--- src/rtl/vga_pkg.sv ---
// Shared timing defaults for the 640x480 @ 60 Hz scan path.
// Includes segment-length constants, derived totals and the coordinate width.
package vga_pkg;

  localparam int COORD_W      = 10;
  localparam int DEF_DIV      = 4;
  localparam int DEF_DLY      = 1;
  localparam bit DEF_SYNC_POL = 1'b0;

  localparam int DEF_H_ACTIVE = 640;
  localparam int DEF_H_FP     = 16;
  localparam int DEF_H_SYNC   = 96;
  localparam int DEF_H_BP     = 48;

  localparam int DEF_V_ACTIVE = 480;
  localparam int DEF_V_FP     = 10;
  localparam int DEF_V_SYNC   = 2;
  localparam int DEF_V_BP     = 33;

  function automatic int seg_total(input int active, input int fp, input int sync, input int bp);
    return active + fp + sync + bp;
  endfunction

  localparam int DEF_H_TOTAL = seg_total(DEF_H_ACTIVE, DEF_H_FP, DEF_H_SYNC, DEF_H_BP);
  localparam int DEF_V_TOTAL = seg_total(DEF_V_ACTIVE, DEF_V_FP, DEF_V_SYNC, DEF_V_BP);

endpackage

--- src/rtl/vga_timing_sync_delay.sv ---
// Pixel-enabled shift register that lines the sync/blank decodes up with
// downstream registered colour; DLY = 0 passes the input straight through.
module sync_delay
  import vga_pkg::*;
#(
  parameter int DLY = DEF_DLY
) (
  input  logic       clk,
  input  logic       rst,
  input  logic       en,
  input  logic [2:0] rst_val,
  input  logic [2:0] d,
  output logic [2:0] q
);

  generate
    if (DLY == 0) begin : g_bypass
      assign q = d;
    end else begin : g_shift
      logic [2:0] stage [DLY];

      always_ff @(posedge clk) begin
        if (rst) begin
          for (int i = 0; i < DLY; i++) stage[i] <= rst_val;
        end else if (en) begin
          stage[0] <= d;
          for (int i = 1; i < DLY; i++) stage[i] <= stage[i-1];
        end
      end

      assign q = stage[DLY-1];
    end
  endgenerate

endmodule

--- src/rtl/vga_timing.sv ---
// Pixel-timing generator: pixel-enable divider, scan counters and sync/blank decodes.
// Define VGA_FRAME_CNT_EN to build the frame counter; otherwise frame_cnt reads 0.
module vga_timing
  import vga_pkg::*;
#(
  parameter int DIV      = DEF_DIV,
  parameter int H_ACTIVE = DEF_H_ACTIVE,
  parameter int H_FP     = DEF_H_FP,
  parameter int H_SYNC   = DEF_H_SYNC,
  parameter int H_BP     = DEF_H_BP,
  parameter int V_ACTIVE = DEF_V_ACTIVE,
  parameter int V_FP     = DEF_V_FP,
  parameter int V_SYNC   = DEF_V_SYNC,
  parameter int V_BP     = DEF_V_BP,
  parameter bit SYNC_POL = DEF_SYNC_POL,
  parameter int DLY      = DEF_DLY
) (
  input  logic        clk,
  input  logic        rst,
  output logic        pix_clk,
  output logic [9:0]  x,
  output logic [9:0]  y,
  output logic        hsync,
  output logic        vsync,
  output logic        video_on,
  output logic        vblank_start,
  output logic [15:0] frame_cnt
);

  localparam int H_TOTAL = seg_total(H_ACTIVE, H_FP, H_SYNC, H_BP);
  localparam int V_TOTAL = seg_total(V_ACTIVE, V_FP, V_SYNC, V_BP);
  localparam int DIV_W   = (DIV > 2) ? $clog2(DIV) : 1;

  localparam logic [DIV_W-1:0]   DIV_LAST = DIV_W'(DIV - 1);
  localparam logic [DIV_W-1:0]   DIV_PRE  = DIV_W'(DIV - 2);
  localparam logic [COORD_W-1:0] H_LAST   = COORD_W'(H_TOTAL - 1);
  localparam logic [COORD_W-1:0] V_LAST   = COORD_W'(V_TOTAL - 1);
  localparam logic [COORD_W-1:0] H_ACT    = COORD_W'(H_ACTIVE);
  localparam logic [COORD_W-1:0] V_ACT    = COORD_W'(V_ACTIVE);
  localparam logic [COORD_W-1:0] HS_FIRST = COORD_W'(H_ACTIVE + H_FP);
  localparam logic [COORD_W-1:0] HS_LAST  = COORD_W'(H_ACTIVE + H_FP + H_SYNC - 1);
  localparam logic [COORD_W-1:0] VS_FIRST = COORD_W'(V_ACTIVE + V_FP);
  localparam logic [COORD_W-1:0] VS_LAST  = COORD_W'(V_ACTIVE + V_FP + V_SYNC - 1);

  // bit order {video_on, hsync, vsync}
  localparam logic [2:0] DEC_IDLE = {1'b0, ~SYNC_POL, ~SYNC_POL};

  logic [DIV_W-1:0]   div_cnt;
  logic [COORD_W-1:0] x_next, y_next, x_dec, y_dec;
  logic [2:0]         dec, dec_q, dly_q;

  assign pix_clk = (div_cnt == DIV_LAST);

  always_comb begin
    x_next = x + 10'd1;
    y_next = y;
    if (x == H_LAST) begin
      x_next = '0;
      y_next = (y == V_LAST) ? '0 : y + 10'd1;
    end
  end

  // Decode the coordinate that x/y will hold after this edge, so dec_q is in phase with x/y.
  always_comb begin
    x_dec  = pix_clk ? x_next : x;
    y_dec  = pix_clk ? y_next : y;
    dec[2] = (x_dec < H_ACT) && (y_dec < V_ACT);
    dec[1] = ((x_dec >= HS_FIRST) && (x_dec <= HS_LAST)) ? SYNC_POL : ~SYNC_POL;
    dec[0] = ((y_dec >= VS_FIRST) && (y_dec <= VS_LAST)) ? SYNC_POL : ~SYNC_POL;
  end

  always_ff @(posedge clk) begin
    if (rst) begin
      div_cnt      <= '0;
      x            <= '0;
      y            <= '0;
      dec_q        <= DEC_IDLE;
      vblank_start <= 1'b0;
    end else begin
      div_cnt <= pix_clk ? '0 : div_cnt + 1'b1;
      if (pix_clk) begin
        x <= x_next;
        y <= y_next;
      end
      dec_q        <= dec;
      vblank_start <= (div_cnt == DIV_PRE) && (x == '0) && (y == V_ACT);
    end
  end

  sync_delay #(.DLY(DLY)) u_sync_delay (
    .clk     (clk),
    .rst     (rst),
    .en      (pix_clk),
    .rst_val (DEC_IDLE),
    .d       (dec_q),
    .q       (dly_q)
  );

  assign video_on = dly_q[2];
  assign hsync    = dly_q[1];
  assign vsync    = dly_q[0];

`ifdef VGA_FRAME_CNT_EN
  always_ff @(posedge clk) begin
    if (rst) frame_cnt <= '0;
    else if (vblank_start) frame_cnt <= frame_cnt + 16'd1;
  end
`else
  assign frame_cnt = '0;
`endif

endmodule

--- config.mk ---
export PLATFORM = sky130hd
export DESIGN_NAME = vga_timing
export DESIGN_NICKNAME = d
export VERILOG_FILES = /design/src/rtl/vga_pkg.sv /design/src/rtl/vga_timing_sync_delay.sv /design/src/rtl/vga_timing.sv
export SDC_FILE = /design/constraint.sdc
export NUM_CORES = 1
export LEC_CHECK = 0
export ABC_AREA = 1
export CORE_MARGIN = 2
export CORE_UTILIZATION = 50
export CTS_CLUSTER_SIZE = 30
export DETAILED_ROUTE_END_ITERATION = 8
export GPL_ROUTABILITY_DRIVEN = 0
export PLACE_DENSITY = 0.88
export SLEW_MARGIN = 0
export SYNTH_ARGS = -nofsm -noshare
export SYNTH_HDL_FRONTEND = slang
export SYNTH_HIERARCHICAL = 1
export SYNTH_SLANG_ARGS = --single-unit
--- constraint.sdc ---
create_clock -name clk -period 2.4 [get_ports clk]
set_clock_uncertainty 0.05 [all_clocks]
set_input_delay 0.72 -clock clk [delete_from_list [all_inputs] [get_ports clk]]
set_output_delay 0.72 -clock clk [all_outputs]
set_load 0.005 [all_outputs]
==> results.py <==
metrics = {
    "outcome": {
        "status": "finished, final reports clean",
    },
    "drt": {
        "wl_um": 4020,
        "vias": 1722,
        "drc": 0,
        "postRouteAntennaNets": 0,
        "wire_per_inst_um": 11.5,
        "firstDrtPassIters": 4,
        "drt_iter0_markers": 70,
        "viasPerCell": 4.93,
    },
    "clocking": {
        "cts-root-buf": "clkbuf_4",
        "clockBufferDepth": 2,
        "path_clk_slew_ps": 90,
        "clkLatencyLatePin_ps": 330,
        "htree_levels": 2,
        "clkSinkCount": 29,
        "cts_tree": "built",
        "numCtsBuffers": 5,
    },
    "floorplanning": {
        "die_y_um": 64.1,
        "io_pins": 43,
        "die_w_um": 64.1,
        "num_rows": 21,
        "coreArea_um2": 3420,
        "die_area_um2": 4110,
        "start_util": 0.529,
    },
    "finish": {
        "syn2layout_area_growth_pct": 17.9,
        "antennaDiodeCount": 0,
        "final_layout_size_suffix_gt1_frac": 0.0825,
        "nNetsFinal": 310,
        "fillers": 316,
    },
    "setup_path": {
        "start_kind": "flip-flop",
        "r2r_end": "dec_q[0]",
        "path_class": "flip-flop to output pin",
        "worst_setup_path_end_kind": "output pin",
        "r2r_cells": 13,
        "rrSetupSlack_ps": 250,
        "crit_fanout": 7,
        "crit_arrival_ps": 1480,
        "r2r_start": "div_cnt[0]",
        "cp_data_required_time_ps": 1630,
    },
    "power_and_ir_drop": {
        "p_leak_nw": 0.922,
        "vdd_drop_max_mv": 0.325,
        "finalPower_uw": 970,
        "power.density_nw_per_um2": 455,
    },
    "logic_synthesis": {
        "ys_seq_elements": 29,
        "async_flop_share": 0,
        "synth_top_family_by_area": "simple AND/OR/NAND/NOR gates",
        "synth_cell_types": 32,
        "postSynthCellCount": 270,
        "synthFlopType": "dfxtp_1",
        "synth_area_um2": 1810,
        "synth_area_per_cell_um2": 6.70,
        "synth.area.mux_share": 0,
        "synthXorXnorAreaFrac": 0.00969,
        "yosys_warnings": 6,
        "synth-simple-area-share": 0.413,
        "synth_edf_count": 3,
        "synth_compound_area_frac": 0.0311,
        "synth_seq_area_share": 0.338,
        "synth_fa_ha_area_frac": 0.0415,
    },
    "timing": {
        "min_period_ps": 2250,
        "rsz0062_at_grt": "no",
        "holdWs_ps": 429,
        "finalSetupTns_ps": 0,
        "drv_slew": 0,
        "fmax_ghz": 0.445,
        "hold_viol_final": 0,
        "setup_viol": 0,
        "period_share": 0.936,
    },
    "global_routing": {
        "grt_pass1_wl_um": 7030,
        "track_usage": 0.220,
        "antenna_found_initial": 0,
        "grt_max_degree": 12,
        "grt_overflow_total": 0,
        "grt_pass1_vias": 1561,
    },
    "min_path": {
        "holdPathStages": 1,
        "whs_endpoint": "div_cnt[0]",
        "min-delay-start": "div_cnt[0]",
        "worst_hold_path_type": "flip-flop to flip-flop",
    },
    "flow_run": {
        "max_cap_viol_count": 0,
    },
    "placed_design": {
        "dp_hpwl_um": 3080,
        "io_buffers": 26,
    },
}
==> sequential cells by signal, summed over array words and instances, names as in the netlist <==
signal                      cells
dec_q                           3
vblank_start                    1
div_cnt                         2
u_sync_delay/g_shift.stage      3
x                              10
y                              10
==> layout make-up <==
class	instances	area, um^2	share of cell area
multi-input cells	202	970	0.455
flip-flops and latches	29	611	0.286
repair buffers	29	283	0.133
inverters	35	136	0.0640
well taps	46	57.6	0.0270
clock buffers	6	41.3	0.0194
clock inverters	2	33.8	0.0158
==> per-stage QoR <==
| step | utilization | setup WS [ps] | cells | cell area, um^2 |
|---|---|---|---|---|
| final | 0.624 | 154 | 349 | 2130 |
| after CTS | 0.623 | 70.1 | 349 | 2130 |
| after global placement | 0.601 | 349 | 341 | 2050 |
| after detailed placement | 0.601 | 226 | 341 | 2050 |
| after floorplan | - | 548 | 287 | 1870 |
| after global routing | 0.624 | 44.1 | 349 | 2130 |
==> synth_stat cells (all sizes together) (3+ instances only) <==
cell type	count	share of area
nand4	9	0.031
edfxtp	3	0.050
ha	6	0.042
nand2	77	0.17
nor3	6	0.019
o21ai	3	0.0083
inv	35	0.075
dfxtp	26	0.29
buf	20	0.085
nand3	20	0.058
nor2	49	0.12
==> power breakdown <==
group | leakage, nW | switching, mW | internal, mW
Sequential | 0.240 | 0.00747 | 0.502
Clock | 0.0399 | 0.173 | 0.217
Combinational | 0.642 | 0.0400 | 0.0309
Total | 0.922 | 0.220 | 0.750
==> worst max-delay path, stage by stage, from the launching register on <==
cell             delay (ps)
dfxtp_1                 370
ha_2                    260
clkdlybuf4s50_1         520
==> timing repair <==
| item | CTS | global route |
|---|---|---|
| buffers inserted | 0 | 0 |
| gates resized for setup | 0 | 1 |
| setup endpoints to repair | 0 | 1 |
| hold buffers | 0 | 0 |
==> per-layer routing <==
layer	global-route usage	up-vias	part of all wire	wire length, um
met5	0	-	0	0
met4	0.0957	0	0.018	73
met1	0.292	772	0.47	1890
li1	-	876	-	-
met3	0.0616	6	0.062	250
met2	0.335	68	0.45	1800
==> cell usage in the layout, fill, tap and decap left out, drive strengths merged, types with 6 or more instances in the layout <==
cell type,instances
nand2,77
nor2,49
inv,35
dfxtp,26
clkdlybuf4s50,26
nand3,20
conb,19
nand4,9
nor3,6
ha,6
clkbuf,6
==> cell families (layout without fill, tap and decap cells) <==
logic type | count (synthesis) | count (layout)
flops | 29 | 29
xor+xnor | 2 | 2
buf+inv | 56 | 72
compound gates | 9 | 9
other cells | 2 | 19
simple gates | 166 | 166
fa+ha+maj | 6 | 6
==> worst max path at each step <==
stage                           from        to
final                     div_cnt[0]   pix_clk
after CTS                 div_cnt[0]   pix_clk
after global placement    div_cnt[0]  dec_q[0]
after floorplan           div_cnt[0]  dec_q[2]
after detailed placement  div_cnt[0]  dec_q[0]
after global routing      div_cnt[0]  dec_q[0]
(Power assumes the default switching activity.)
